### src/rtl/cpu_pkg.sv
// cpu_pkg: definitions shared by the P6 fetch-side blocks.
//   RESET_PC    : PC value loaded by the PC register on reset
//   TEXT_BASE   : lowest legal fetch address
//   TEXT_END    : highest legal fetch address
//   fetch_entry_t : one captured fetch {pc, instr, exc}
//   fq_state_t    : fetch queue control state (RUN / HALT)
//   fetch_addr_err: address-error rule for a fetch PC against a text window
package cpu_pkg;

  localparam logic [31:0] RESET_PC  = 32'h0000_3000;
  localparam logic [31:0] TEXT_BASE = 32'h0000_3000;
  localparam logic [31:0] TEXT_END  = 32'h0000_4FFC;

  typedef struct packed {
    logic [31:0] pc;
    logic [31:0] instr;
    logic        exc;
  } fetch_entry_t;

  typedef enum logic [0:0] {
    ST_RUN  = 1'b0,
    ST_HALT = 1'b1
  } fq_state_t;

  // A fetch is bad when misaligned or outside [base, last].
  function automatic logic fetch_addr_err(input logic [31:0] pc,
                                          input logic [31:0] base,
                                          input logic [31:0] last);
    return (pc[1:0] != 2'b00) || (pc < base) || (pc > last);
  endfunction

endpackage

### src/rtl/fetch_fifo_mem.sv
// fetch_fifo_mem: entry storage for the fetch queue.
//   clk     : clock, write on rising edge
//   we      : write enable (push)
//   wr_ptr  : tail slot written when we=1
//   wr_data : entry written at the tail
//   rd_ptr  : head slot
//   rd_data : entry at the head, combinational read
// The data array carries no reset: occupancy is tracked by the top, and
// stale slots are never presented because the top masks the head output.
module fetch_fifo_mem
  import cpu_pkg::*;
#(
  parameter int DEPTH = 2
) (
  input  logic                     clk,
  input  logic                     we,
  input  logic [$clog2(DEPTH)-1:0] wr_ptr,
  input  fetch_entry_t             wr_data,
  input  logic [$clog2(DEPTH)-1:0] rd_ptr,
  output fetch_entry_t             rd_data
);

  fetch_entry_t mem [DEPTH];

  always_ff @(posedge clk) begin
    if (we) begin
      mem[wr_ptr] <= wr_data;
    end
  end

  assign rd_data = mem[rd_ptr];

endmodule

### src/rtl/fetch_queue.sv
// fetch_queue: decoupling buffer between IF (PC register + instruction
// memory) and ID of the P6 MIPS32 pipeline.
//   clk       : clock
//   reset     : asynchronous active-low reset
//   pc_f      : current PC from the PC register
//   instr_f   : instruction memory read data for pc_f (same cycle)
//   flush     : redirect; drops all queued and in-flight fetches
//   pc_en     : PC register enable (advance, or load redirect on flush)
//   d_valid   : head entry valid to decode
//   d_ready   : decode accepts the head entry
//   d_pc      : head entry PC (0 when d_valid=0)
//   d_instr   : head entry instruction (0 when d_valid=0)
//   d_exc     : head entry fetch address error (0 when d_valid=0)
//   count     : occupied entries
//   fsm_state : control state, exposed for observation
//
// Handshake: an entry moves to decode in a cycle where d_valid and d_ready
// are both high at the rising edge. d_valid never depends on d_ready, and
// the head entry holds stable while d_valid=1 and d_ready=0 (unless flush
// or reset discards it). The fetch side has no valid: pc_en is its ready,
// and the {pc_f, instr_f} pair is captured on every edge where pc_en=1 and
// flush=0.
module fetch_queue
  import cpu_pkg::*;
#(
  parameter int          DEPTH     = 2,
  parameter logic [31:0] TEXT_BASE = cpu_pkg::TEXT_BASE,
  parameter logic [31:0] TEXT_END  = cpu_pkg::TEXT_END
) (
  input  logic                       clk,
  input  logic                       reset,
  input  logic [31:0]                pc_f,
  input  logic [31:0]                instr_f,
  input  logic                       flush,
  output logic                       pc_en,
  output logic                       d_valid,
  input  logic                       d_ready,
  output logic [31:0]                d_pc,
  output logic [31:0]                d_instr,
  output logic                       d_exc,
  output logic [$clog2(DEPTH+1)-1:0] count,
  output fq_state_t                  fsm_state
);

  localparam int PW = $clog2(DEPTH);
  localparam int CW = $clog2(DEPTH + 1);

  logic [PW-1:0] head_ptr;
  logic [PW-1:0] tail_ptr;
  logic [CW-1:0] count_q;
  fq_state_t     state;

  logic          exc_f;
  logic          pop;
  logic          push;
  logic          not_full;
  fetch_entry_t  wr_entry;
  fetch_entry_t  head_entry;

  // ---------------------------------------------------------------------
  // Handshake and fetch acceptance
  // ---------------------------------------------------------------------
  assign exc_f    = fetch_addr_err(pc_f, TEXT_BASE, TEXT_END);
  assign d_valid  = (count_q != '0);
  assign pop      = d_valid & d_ready;
  assign not_full = (count_q < CW'(DEPTH));

  // A full queue still accepts a fetch when the head leaves the same cycle,
  // which is what sustains one fetch per cycle at full occupancy.
  assign push = ~flush & (state == ST_RUN) & (not_full | pop);

  // On flush the PC register must load the redirect target, so the enable
  // is raised even though nothing is captured. Held low throughout reset.
  assign pc_en = reset & (flush | push);

  assign wr_entry = '{pc: pc_f, instr: instr_f, exc: exc_f};

  // ---------------------------------------------------------------------
  // Storage
  // ---------------------------------------------------------------------
  fetch_fifo_mem #(
    .DEPTH (DEPTH)
  ) u_mem (
    .clk     (clk),
    .we      (push),
    .wr_ptr  (tail_ptr),
    .wr_data (wr_entry),
    .rd_ptr  (head_ptr),
    .rd_data (head_entry)
  );

  // ---------------------------------------------------------------------
  // Pointers, occupancy and control state
  // ---------------------------------------------------------------------
  // Flush wins over any same-cycle push or pop: a head accepted by decode
  // in the flush cycle is simply dropped along with everything else.
  // After an errored fetch is captured, fetch stops (HALT) so no further
  // wrong-path addresses are requested; queued entries keep draining.
  always_ff @(posedge clk or negedge reset) begin
    if (!reset) begin
      head_ptr <= '0;
      tail_ptr <= '0;
      count_q  <= '0;
      state    <= ST_RUN;
    end else if (flush) begin
      head_ptr <= '0;
      tail_ptr <= '0;
      count_q  <= '0;
      state    <= ST_RUN;
    end else begin
      // DEPTH is a power of two, so the pointers wrap naturally.
      if (push) begin
        tail_ptr <= tail_ptr + PW'(1);
      end
      if (pop) begin
        head_ptr <= head_ptr + PW'(1);
      end
      count_q <= count_q + CW'(push) - CW'(pop);
      if (push && exc_f) begin
        state <= ST_HALT;
      end
    end
  end

  // ---------------------------------------------------------------------
  // Outputs: head fields are forced to zero while the queue is empty so
  // decode never sees stale array contents.
  // ---------------------------------------------------------------------
  assign d_pc      = d_valid ? head_entry.pc    : 32'h0;
  assign d_instr   = d_valid ? head_entry.instr : 32'h0;
  assign d_exc     = d_valid ? head_entry.exc   : 1'b0;
  assign count     = count_q;
  assign fsm_state = state;

endmodule

### config.mk
export PLATFORM = sky130hd
export DESIGN_NAME = fetch_queue
export DESIGN_NICKNAME = d
export VERILOG_FILES = /design/src/rtl/cpu_pkg.sv /design/src/rtl/fetch_fifo_mem.sv /design/src/rtl/fetch_queue.sv
export SDC_FILE = /design/constraint.sdc
export NUM_CORES = 1
export LEC_CHECK = 0
export BUFFER_PORTS_ARGS = -buffer_cell sky130_fd_sc_hd__buf_4
export CAP_MARGIN = 20
export CORE_ASPECT_RATIO = 1.25
export CORE_UTILIZATION = 50
export CTS_CLUSTER_DIAMETER = 80
export DETAILED_ROUTE_END_ITERATION = 8
export PLACE_DENSITY = 0.83
export SLEW_MARGIN = 20
export SYNTH_ARGS = -nofsm -noshare
export SYNTH_HDL_FRONTEND = slang
export SYNTH_SLANG_ARGS = --single-unit
### constraint.sdc
create_clock -name clk -period 8.16 [get_ports clk]
set_input_delay 0.408 -clock clk [delete_from_list [all_inputs] [get_ports clk]]
set_output_delay 0.408 -clock clk [all_outputs]
set_load 0.01 [all_outputs]
## After elaboration in Yosys (flattened, before gate mapping)

Memories as Yosys holds them, arrays and structs flattened.
Cells that the tools add are included.

| storage, ports and cells | value |
|---|---|
| register bits | 5 |
| memory bits (writable) | 130 |
| input port bits | 68 |
| logic and storage cells | 40 |
| memories | 1 |

| operators by class | value |
|---|---|
| add/subtract/negate cells | 4 |
| magnitude comparators | 3 |
| multiplexer cells | 12 |
| bitwise logic cells | 8 |
| reduce and logical (&&, ||, !) cells | 8 |

Memory list:

| name | depth | bits a word | read ports | clocked after Yosys merged registers in | wr ports | line | source |
|---|---|---|---|---|---|---|---|
| u_mem.mem | 2 | 65 | 1 | 0 | 1 | fetch_fifo_mem.sv:23 | `fetch_entry_t mem [DEPTH];` |

Operators by type and width:

| operator | number |
|---|---|
| 32-bit 2-to-1 mux | 2 |
| 32-bit by 15-bit greater-than comparator with 1-bit output, second input constant | 1 |
| 32-bit by 14-bit less-than comparator with 1-bit output, second input constant | 1 |
| 2-bit nonzero test | 5 |
| 1-bit 2-to-1 mux | 9 |
| 1-bit bitwise AND | 4 |
| 1-bit adder, second input constant | 2 |
| 2-bit by 1-bit adder with 2-bit output | 1 |
| 1-bit logical OR | 2 |
| 2-bit less-than comparator, second input constant | 1 |
| 2-bit 2-to-1 mux | 1 |
| 1-bit inverter | 2 |
| 1-bit OR | 2 |
| 2-bit by 1-bit subtractor with 2-bit output | 1 |
| 1-bit logical AND | 1 |

## Longest topological paths before layout

Gate-level depths: netlist of run 1.

| depth | value |
|---|---|
| word-level depth | 7 |
| mapped depth | 9 |

## Modules after synthesis

A second synthesis of run 1 with hierarchy kept.

| unflattened totals | value |
|---|---|
| cell total of the unflattened synthesis | 314 |
| area, all modules | 5,690.5 um^2 |

Modules (own cells, without submodules):

| module | instances | cells an instance | area each (um^2) |
|---|---|---|---|
| fetch_fifo_mem | 1 | 204 | 4,908.5 |
| fetch_queue | 1 | 110 | 782.0 |

## Worst setup path before layout of run 1

No wires, ideal clock.

| path | value |
|---|---|
| kind | register to register |
| start | reg count_q[1], in the netlist count[1] |
| end | mem u_mem.mem[0][0] (netlist bit), enable pin |
| setup time | 0.488 ns |
| data arrival time | 3.620 ns |
| slack | 4.052 ns |
| cell stages (with the launch flop) | 5 |
| clock period less this slack | 4.108 ns |
| cells stage by stage | dfrtp_1 > nor2b_1 > nor3_1 > inv_1 > nor2_1 |

| on the way | value |
|---|---|
| word-level cells in the longest chain between the ends | 6 |

Ends and longest elaborated chain:

| item | line | source |
|---|---|---|
| from (decl) | fetch_queue.sv:50 | `logic [CW-1:0] count_q;` |
| from (signal assigned) | fetch_queue.sv:118 | `count_q <= count_q + CW'(push) - CW'(pop);` |
| 2-bit nonzero test | fetch_queue.sv:64 | `assign d_valid = (count_q != '0);` |
| 1-bit bitwise AND | fetch_queue.sv:65 | `assign pop = d_valid & d_ready;` |
| 1-bit OR * | fetch_queue.sv:70 | `assign push = ~flush & (state == ST_RUN) & (not_full \| pop);` |
| 1-bit bitwise AND * | fetch_queue.sv:70 |  |
| 1-bit 2-to-1 mux * | fetch_fifo_mem.sv:26 | `if (we) begin` |
| 1-bit 2-to-1 mux (implied by the code) * | fetch_fifo_mem.sv:27 | `mem[wr_ptr] <= wr_data;` |
| to (decl) | fetch_fifo_mem.sv:23 |  |

Mark *: on every way between the ends. The rest lies on a longest branch, timed or not.

## Worst setup path after layout of run 1

| path | value |
|---|---|
| start | reg count_q[1], in the netlist count[1] |
| end | mem u_mem.mem[0][57] (netlist bit), enable pin |

The elaborated chain is that of the path after synthesis.

==> metrics.cfg, run 1 <==
[die]
dieArea_sq_um=10900
die_x_microns=93.5
io_pins=138
num_rows=41
initial_utilization_pct=51.5
core-area_sq_um=10200
die_h_microns=116

[global_routing]
grt_pass1_vias=3121
grt_antenna_before_repair=0
grt_first_pass_wirelength_mm=14.5
grt_max_degree=67
gr-usage-all-layers_pct=18.4
grt_overflow=0

[synthesis]
ys.flop_type=edfxtp_1
synth_most_common_cell=edfxtp_1
syn_avg_cell_area_sq_um=16.6
synth.ff_latch_count=135
synth_nets=385
synthCells=315
synth_area_leaders=edfxtp_1, mux2i_1, nor2_1
synth_edf_count=130
synth_area_sq_um=5240
yosysTopAreaCell=edfxtp_1
yosys_warnings=0
synth_top_area_share_pct=74.6
ys_top_cells_by_count=edfxtp_1, nor2_1, mux2i_1, buf_2
synthArstFlopShare_pct=3.70
ys_types=26
synth-seq-area-share_pct=77.0

[drt]
via_count=3076
routed_wl_mm=9.70
drc=0
ant_nets=0
dr.pass1.iters=4
wl_per_cell_microns=16.1
routed_via_density=5.11
drt_iter0_drc=166

[place]
gp_congestion=0.765
placed_area_sq_um=6380
hpwl_mm=6.14
preCtsSetupSlack_ps=5480
port_buffers=137

[power]
total_power_mw=2.33
vdd_drop_max_mv=0.310
leakage_nw=2.65
powerDensity_nw_per_um2=332

[cells_and_area]
syn_to_final_growth_pct=33.9
drive_gt1_share_pct=35.9
n_fill_cell=688
final_area_sq_um=7010
num_antenna_cells=0
final_nets=530

[sta]
finalHoldViolations=0
tightest_slew_ps=918
fmax_mhz=377
rsz0062_at_grt=no
fin_crit_ps=2650
finalSetupViolCount=0
finalCritPeriodShare_pct=32.5
setup_ws_ps=5510
skew_ps=6.41
maxSlewHeadroom_pct=38.8
drv_slew=0
tns_ps=0
fin_hold_ws_ps=190

[worst_setup_path]
cp.required_ps=8190
path_delay_family=simple AND/OR/NAND/NOR gates
cpPeakStageDelay_ps=640
cp_max_fo=38
critPathArrivalTime_ps=2680
end_kind=register
slowest_stage=nor2_4
cp_num_buf_inv=2
crit_chain=nor2b_1 > nor3_1 > inv_1 > nor2_4 > buf_4
worst-setup-path-type=reg2reg
critPathLaunchType=register

[worst_hold_path]
hp-class=in2reg

[clock_network]
cts.sinks=135
post-cts-setup-buffers=0
htree_levels=4
cts_resized=0
clk-insertion-delay-late_ps=400
cts_tree=yes
numCtsBuffers=17
clk_pin_slew_ps=50
clockBufferDepth=2
clockRootBuffer=clkbuf_16

[outcome]
status=completed

[run]
maxCapViolCount=0

-- through the flow --
step,util (%),std cells
final,69.0,602
after global routing,69.0,602
after CTS,68.7,601
after detailed placement,62.8,568
after global placement,62.8,568
after floorplan,-,315
-- per-layer routing --
metal,wire [microns],vias up,track usage [%]
li1,-,1465,-
met1,3700,1510,18.9
met2,5370,91,34.1
met3,498,10,6.58
met4,138,0,7.38
met5,0,-,0
-- worst reg2reg max path: cells and delay by family (launching register included) --
| kind | cells | cell delay [ps] |
|---|---|---|
| AND/OR/NAND/NOR | 3 | 1100 |
| buffers and inverters | 2 | 710 |
| flip-flops | 1 | 450 |
-- registers in the layout (all words and copies together) (netlist names) --
| signal | count |
|---|---|
| u_mem.mem | 130 |
| count | 2 |
| fsm_state | 1 |
| tail_ptr | 1 |
| head_ptr | 1 |
-- path summary, 6_finish.rpt --
kind / slack, ps / cells past startpoint / end / startpoint
setup / recovery: 5510 / 5 / u_mem.mem[0][57] / count[1]
hold / removal: 190 / 1 / u_mem.mem[1][36] / pc_f[3]
max in group asynchronous: 7680 / 2 / head_ptr / reset
min in group asynchronous: 350 / 2 / count[0] / reset
setup reg to reg: 5510 / 5 / u_mem.mem[0][57] / count[1]
hold reg to reg: 630 / 2 / tail_ptr / fsm_state
-- layout by cell type (no fill, tap or decap), types with 2 or more instances in the layout --
master | Yosys | routed
nor2_4 | 0 | 2
ha_1 | 2 | 2
nor3_1 | 3 | 3
nor4_1 | 2 | 2
buf_4 | 5 | 139
edfxtp_1 | 130 | 130
clkbuf_1 | 4 | 3
nor2b_1 | 2 | 2
dfrtp_1 | 5 | 4
clkinv_1 | 0 | 5
inv_1 | 5 | 5
clkinv_2 | 0 | 2
bufinv_16 | 0 | 4
xor2_1 | 2 | 2
nor2_1 | 69 | 67
o21ai_0 | 2 | 2
mux2i_1 | 65 | 65
clkbuf_16 | 0 | 17
-- logic make-up (layout without fill, tap and decap cells) --
group / after synthesis / count (layout) / share of synthesized area, %
muxes: 65 / 65 / 12.4
xor gates and xnor gates: 2 / 2 / 0.335
AOI/OAI and AO/OA: 6 / 6 / 0.836
adders and majority gates: 2 / 2 / 0.478
and+or+nand+nor: 85 / 85 / 7.03
DFF: 135 / 135 / 77.0
buffers and inverters: 20 / 178 / 1.94
-- what timing repair did --
action                     4_1_cts  5_1_grt
hold endpoints to repair         5        0
setup endpoints to repair        0        0
hold buffers                     1        0
-- layout make-up --
class / count / area, sq um / share of cell area (%)
Clock inverter: 12 / 158 / 2.25
Multi-Input combinational cell: 160 / 1120 / 16.0
Timing Repair Buffer: 141 / 1080 / 15.4
Sequential cell: 135 / 4030 / 57.5
Inverter: 5 / 18.8 / 0.268
Tap cell: 129 / 161 / 2.30
Clock buffer: 20 / 437 / 6.23
-- where the power goes --
| group | leakage, nW | switching (mW) | internal, mW |
|---|---|---|---|
| logic | 1.11 | 0.367 | 0.335 |
| clock network | 0.289 | 0.249 | 0.505 |
| registers | 1.25 | 0.0443 | 0.828 |
| total | 2.65 | 0.660 | 1.67 |
No activity file was read; power rests on OpenSTA's default activity.
==> inputs of run 2 (changes only) <==
--- a/config.mk
+++ b/config.mk
@@ -5,13 +5,14 @@
 export SDC_FILE = /design/constraint.sdc
 export NUM_CORES = 1
 export LEC_CHECK = 0
+export ABC_AREA = 1
 export BUFFER_PORTS_ARGS = -buffer_cell sky130_fd_sc_hd__buf_4
 export CAP_MARGIN = 20
 export CORE_ASPECT_RATIO = 1.25
-export CORE_UTILIZATION = 50
+export CORE_UTILIZATION = 47
 export CTS_CLUSTER_DIAMETER = 80
 export DETAILED_ROUTE_END_ITERATION = 8
-export PLACE_DENSITY = 0.83
+export PLACE_DENSITY = 0.82
 export SLEW_MARGIN = 20
 export SYNTH_ARGS = -nofsm -noshare
 export SYNTH_HDL_FRONTEND = slang
==> constraint.sdc (replaced) <==
create_clock -name clk -period 2.3 [get_ports clk]
set_input_delay 0.115 -clock clk [delete_from_list [all_inputs] [get_ports clk]]
set_output_delay 0.115 -clock clk [all_outputs]
set_load 0.01 [all_outputs]
==> metrics.cfg, run 2 <==
[synthesis]
yosys_warnings=0  ; unchanged
synth_area_sq_um=5350  ; +2.1%
ys_top_cells_by_count=nand2_1, edfxtp_1, a21oi_1, nor2_1, buf_6
synthArstFlopShare_pct=3.70  ; unchanged
synth_nets=475  ; +23%
ys_types=23  ; -12%
syn_avg_cell_area_sq_um=13.2  ; -21%
synth_area_leaders=edfxtp_1, nand2_1, a21oi_1
yosysTopAreaCell=edfxtp_1
synth_edf_count=130  ; unchanged
synth_most_common_cell=nand2_1
ys.flop_type=edfxtp_1
synth-seq-area-share_pct=75.4  ; -1.6 points
synth_top_area_share_pct=73.0  ; -1.6 points
synthCells=405  ; +29%
synth.ff_latch_count=135  ; unchanged

[sta]
finalHoldViolations=0  ; unchanged
drv_slew=0  ; unchanged
rsz0062_at_grt=no
tightest_slew_ps=707  ; -212 ps
fmax_mhz=503
setup_ws_ps=311  ; -5200 ps
skew_ps=5.41  ; -0.998 ps
finalCritPeriodShare_pct=86.5
finalSetupViolCount=0  ; unchanged
maxSlewHeadroom_pct=52.9  ; +14 points
tns_ps=0  ; unchanged
fin_crit_ps=1990

[worst_setup_path]
end_kind=output port
cp_num_buf_inv=2  ; unchanged
cp_num_cells=4  ; -1
critPathArrivalTime_ps=1870  ; -810 ps
cp.required_ps=2180  ; -6010 ps
cp_max_fo=67  ; +76%
critPathLaunchType=register
cp_common_cell=buf_4
worstRegToRegCells=9  ; +4
worst-setup-path-type=reg2out
slowest_stage=buf_4
path_delay_family=buffers and inverters
cpPeakStageDelay_ps=580  ; -60 ps
crit_chain=buf_4 > nand2_1 > a21oi_1 > buf_4

[clock_network]
clockRootBuffer=clkbuf_16
post-cts-setup-buffers=0  ; unchanged
numCtsBuffers=17  ; unchanged
clk_pin_slew_ps=60  ; about the same
cts_resized=0  ; unchanged
cts_tree=yes
htree_levels=4  ; unchanged
clk-insertion-delay-late_ps=400  ; about the same
cts.sinks=135  ; unchanged
clockBufferDepth=2  ; unchanged

[cells_and_area]
drive_gt1_share_pct=32.1  ; -3.9 points
final_cells=762  ; +27%
num_antenna_cells=0  ; unchanged
largest_reg_flops=130  ; unchanged
syn_to_final_growth_pct=45.1
final_common_cell=buf_4
final_cell_mix=buf_4, nand2_1, edfxtp_1, dlygate4sd3_1, a21oi_1
final_area_sq_um=7760  ; +11%
final_nets=684  ; +29%
largest-register=u_mem.mem

[place]
dp.cells=664  ; +17%
preCtsSetupSlack_ps=547  ; -4930 ps
port_buffers=137  ; unchanged
hpwl_mm=7.06  ; +15%
placed_area_sq_um=6460  ; +1.3%
gp_congestion=0.768  ; +0.34%

[drt]
routed_wl_mm=11.7  ; +21%
routed_via_density=4.93  ; -3.5%
dr.pass1.iters=4  ; unchanged
drc=0  ; unchanged
via_count=3756  ; +22%
drt_iter0_drc=232  ; +40%
ant_nets=0  ; unchanged
wl_per_cell_microns=15.4  ; -4.4%

[global_routing]
grt_max_degree=68  ; +1.5%
grt_pass1_vias=3805  ; +22%
grt_overflow=0  ; unchanged
grt_antenna_before_repair=0  ; unchanged
use_met2_pct=36.1  ; +1.9 points
grtUsageMet1_pct=24.6  ; +5.8 points
grt_first_pass_wirelength_mm=18.8  ; +29%
top_usage_layer=met2
gr-usage-met3_pct=5.53  ; -1.0 points
gr-usage-all-layers_pct=20.7  ; +2.3 points

[die]
die_x_microns=97.4  ; +4.1%
initial_utilization_pct=48.2  ; -3.3 points
num_rows=43  ; +4.9%
dieArea_sq_um=11800  ; +8.5%
io_pins=138  ; unchanged
die_h_microns=121  ; +4.2%
core-area_sq_um=11100  ; +9.1%

[power]
total_power_mw=7.91  ; +240%
leakage_nw=3.08  ; +16%
powerDensity_nw_per_um2=1020  ; +210%
vdd_drop_max_mv=0.727  ; +130%

[worst_hold_path]
hp-class=in2async

[run]
maxCapViolCount=0  ; unchanged

[outcome]
status=completed

run 2: cell types whose count changed after synthesis, sizes merged, moves of 3 or more:
cell    delta
a21oi     +65
buf       +10
clkbuf     -3
mux2i     -65
inv        +3
nand2    +142
nor2      -49
run 2: stage by stage:
stage          utilization (%)  hold WS [ps]
2_1_floorplan                -          -181
3_3_place_gp              58.3         -76.4
3_5_place_dp              58.3         -73.0
4_1_cts                   70.0          49.3
5_1_grt                   70.0          72.2
6_report                  70.0          62.1
run 2: path summary, 6_finish.rpt:
path / start / endpoint / slack [ps]
max reg2reg: count[1] / count[1] / 530
min: reset / fsm_state / 60
min reg2reg: fsm_state / fsm_state / 520
max: head_ptr / d_exc / 310
min in group clk: d_ready / head_ptr / 180
max in group asynchronous: reset / head_ptr / 2110
run 2: final cells by class:
type                            count  area (sq um)
Fill cell                         756          3330
Sequential cell                   135          4030
Multi-Input combinational cell    239          1100
Clock inverter                     14           206
Timing Repair Buffer              212          1780
Inverter                            9          35.0
Tap cell                          135           169
Clock buffer                       18           429
run 2: timing repair:
action                                 CTS  global route
setup endpoints to repair                0             0
endpoints found under the hold margin  135             0
hold buffers                            66             0
run 2: kinds of logic (layout without fill, tap and decap cells):
| group | count (synthesis) | count (layout) | synth area share (%) |
|---|---|---|---|
| AO/OA/AOI/OAI | 70 | 70 | 7.30 |
| XOR/XNOR | 2 | 2 | 0.328 |
| adder cells (fa/ha/maj) | 2 | 2 | 0.468 |
| buffers and inverters | 31 | 253 | 4.35 |
| flip-flops | 135 | 135 | 75.4 |
| AND/OR/NAND/NOR | 165 | 165 | 12.2 |
run 2: power breakdown:
group	leakage (nW)	internal [mW]	switching, mW	total (mW)
combinational	1.53	0.857	1.20	2.06
clock	0.309	1.91	0.958	2.87
sequential	1.24	2.91	0.0644	2.97
run 2: routing by layer:
| layer | part of all wire (%) | wire length [microns] |
|---|---|---|
| met1 | 40 | 4670 |
| met2 | 54 | 6320 |
| met3 | 4.7 | 555 |
| met4 | 1.7 | 197 |
| met5 | 0 | 0 |
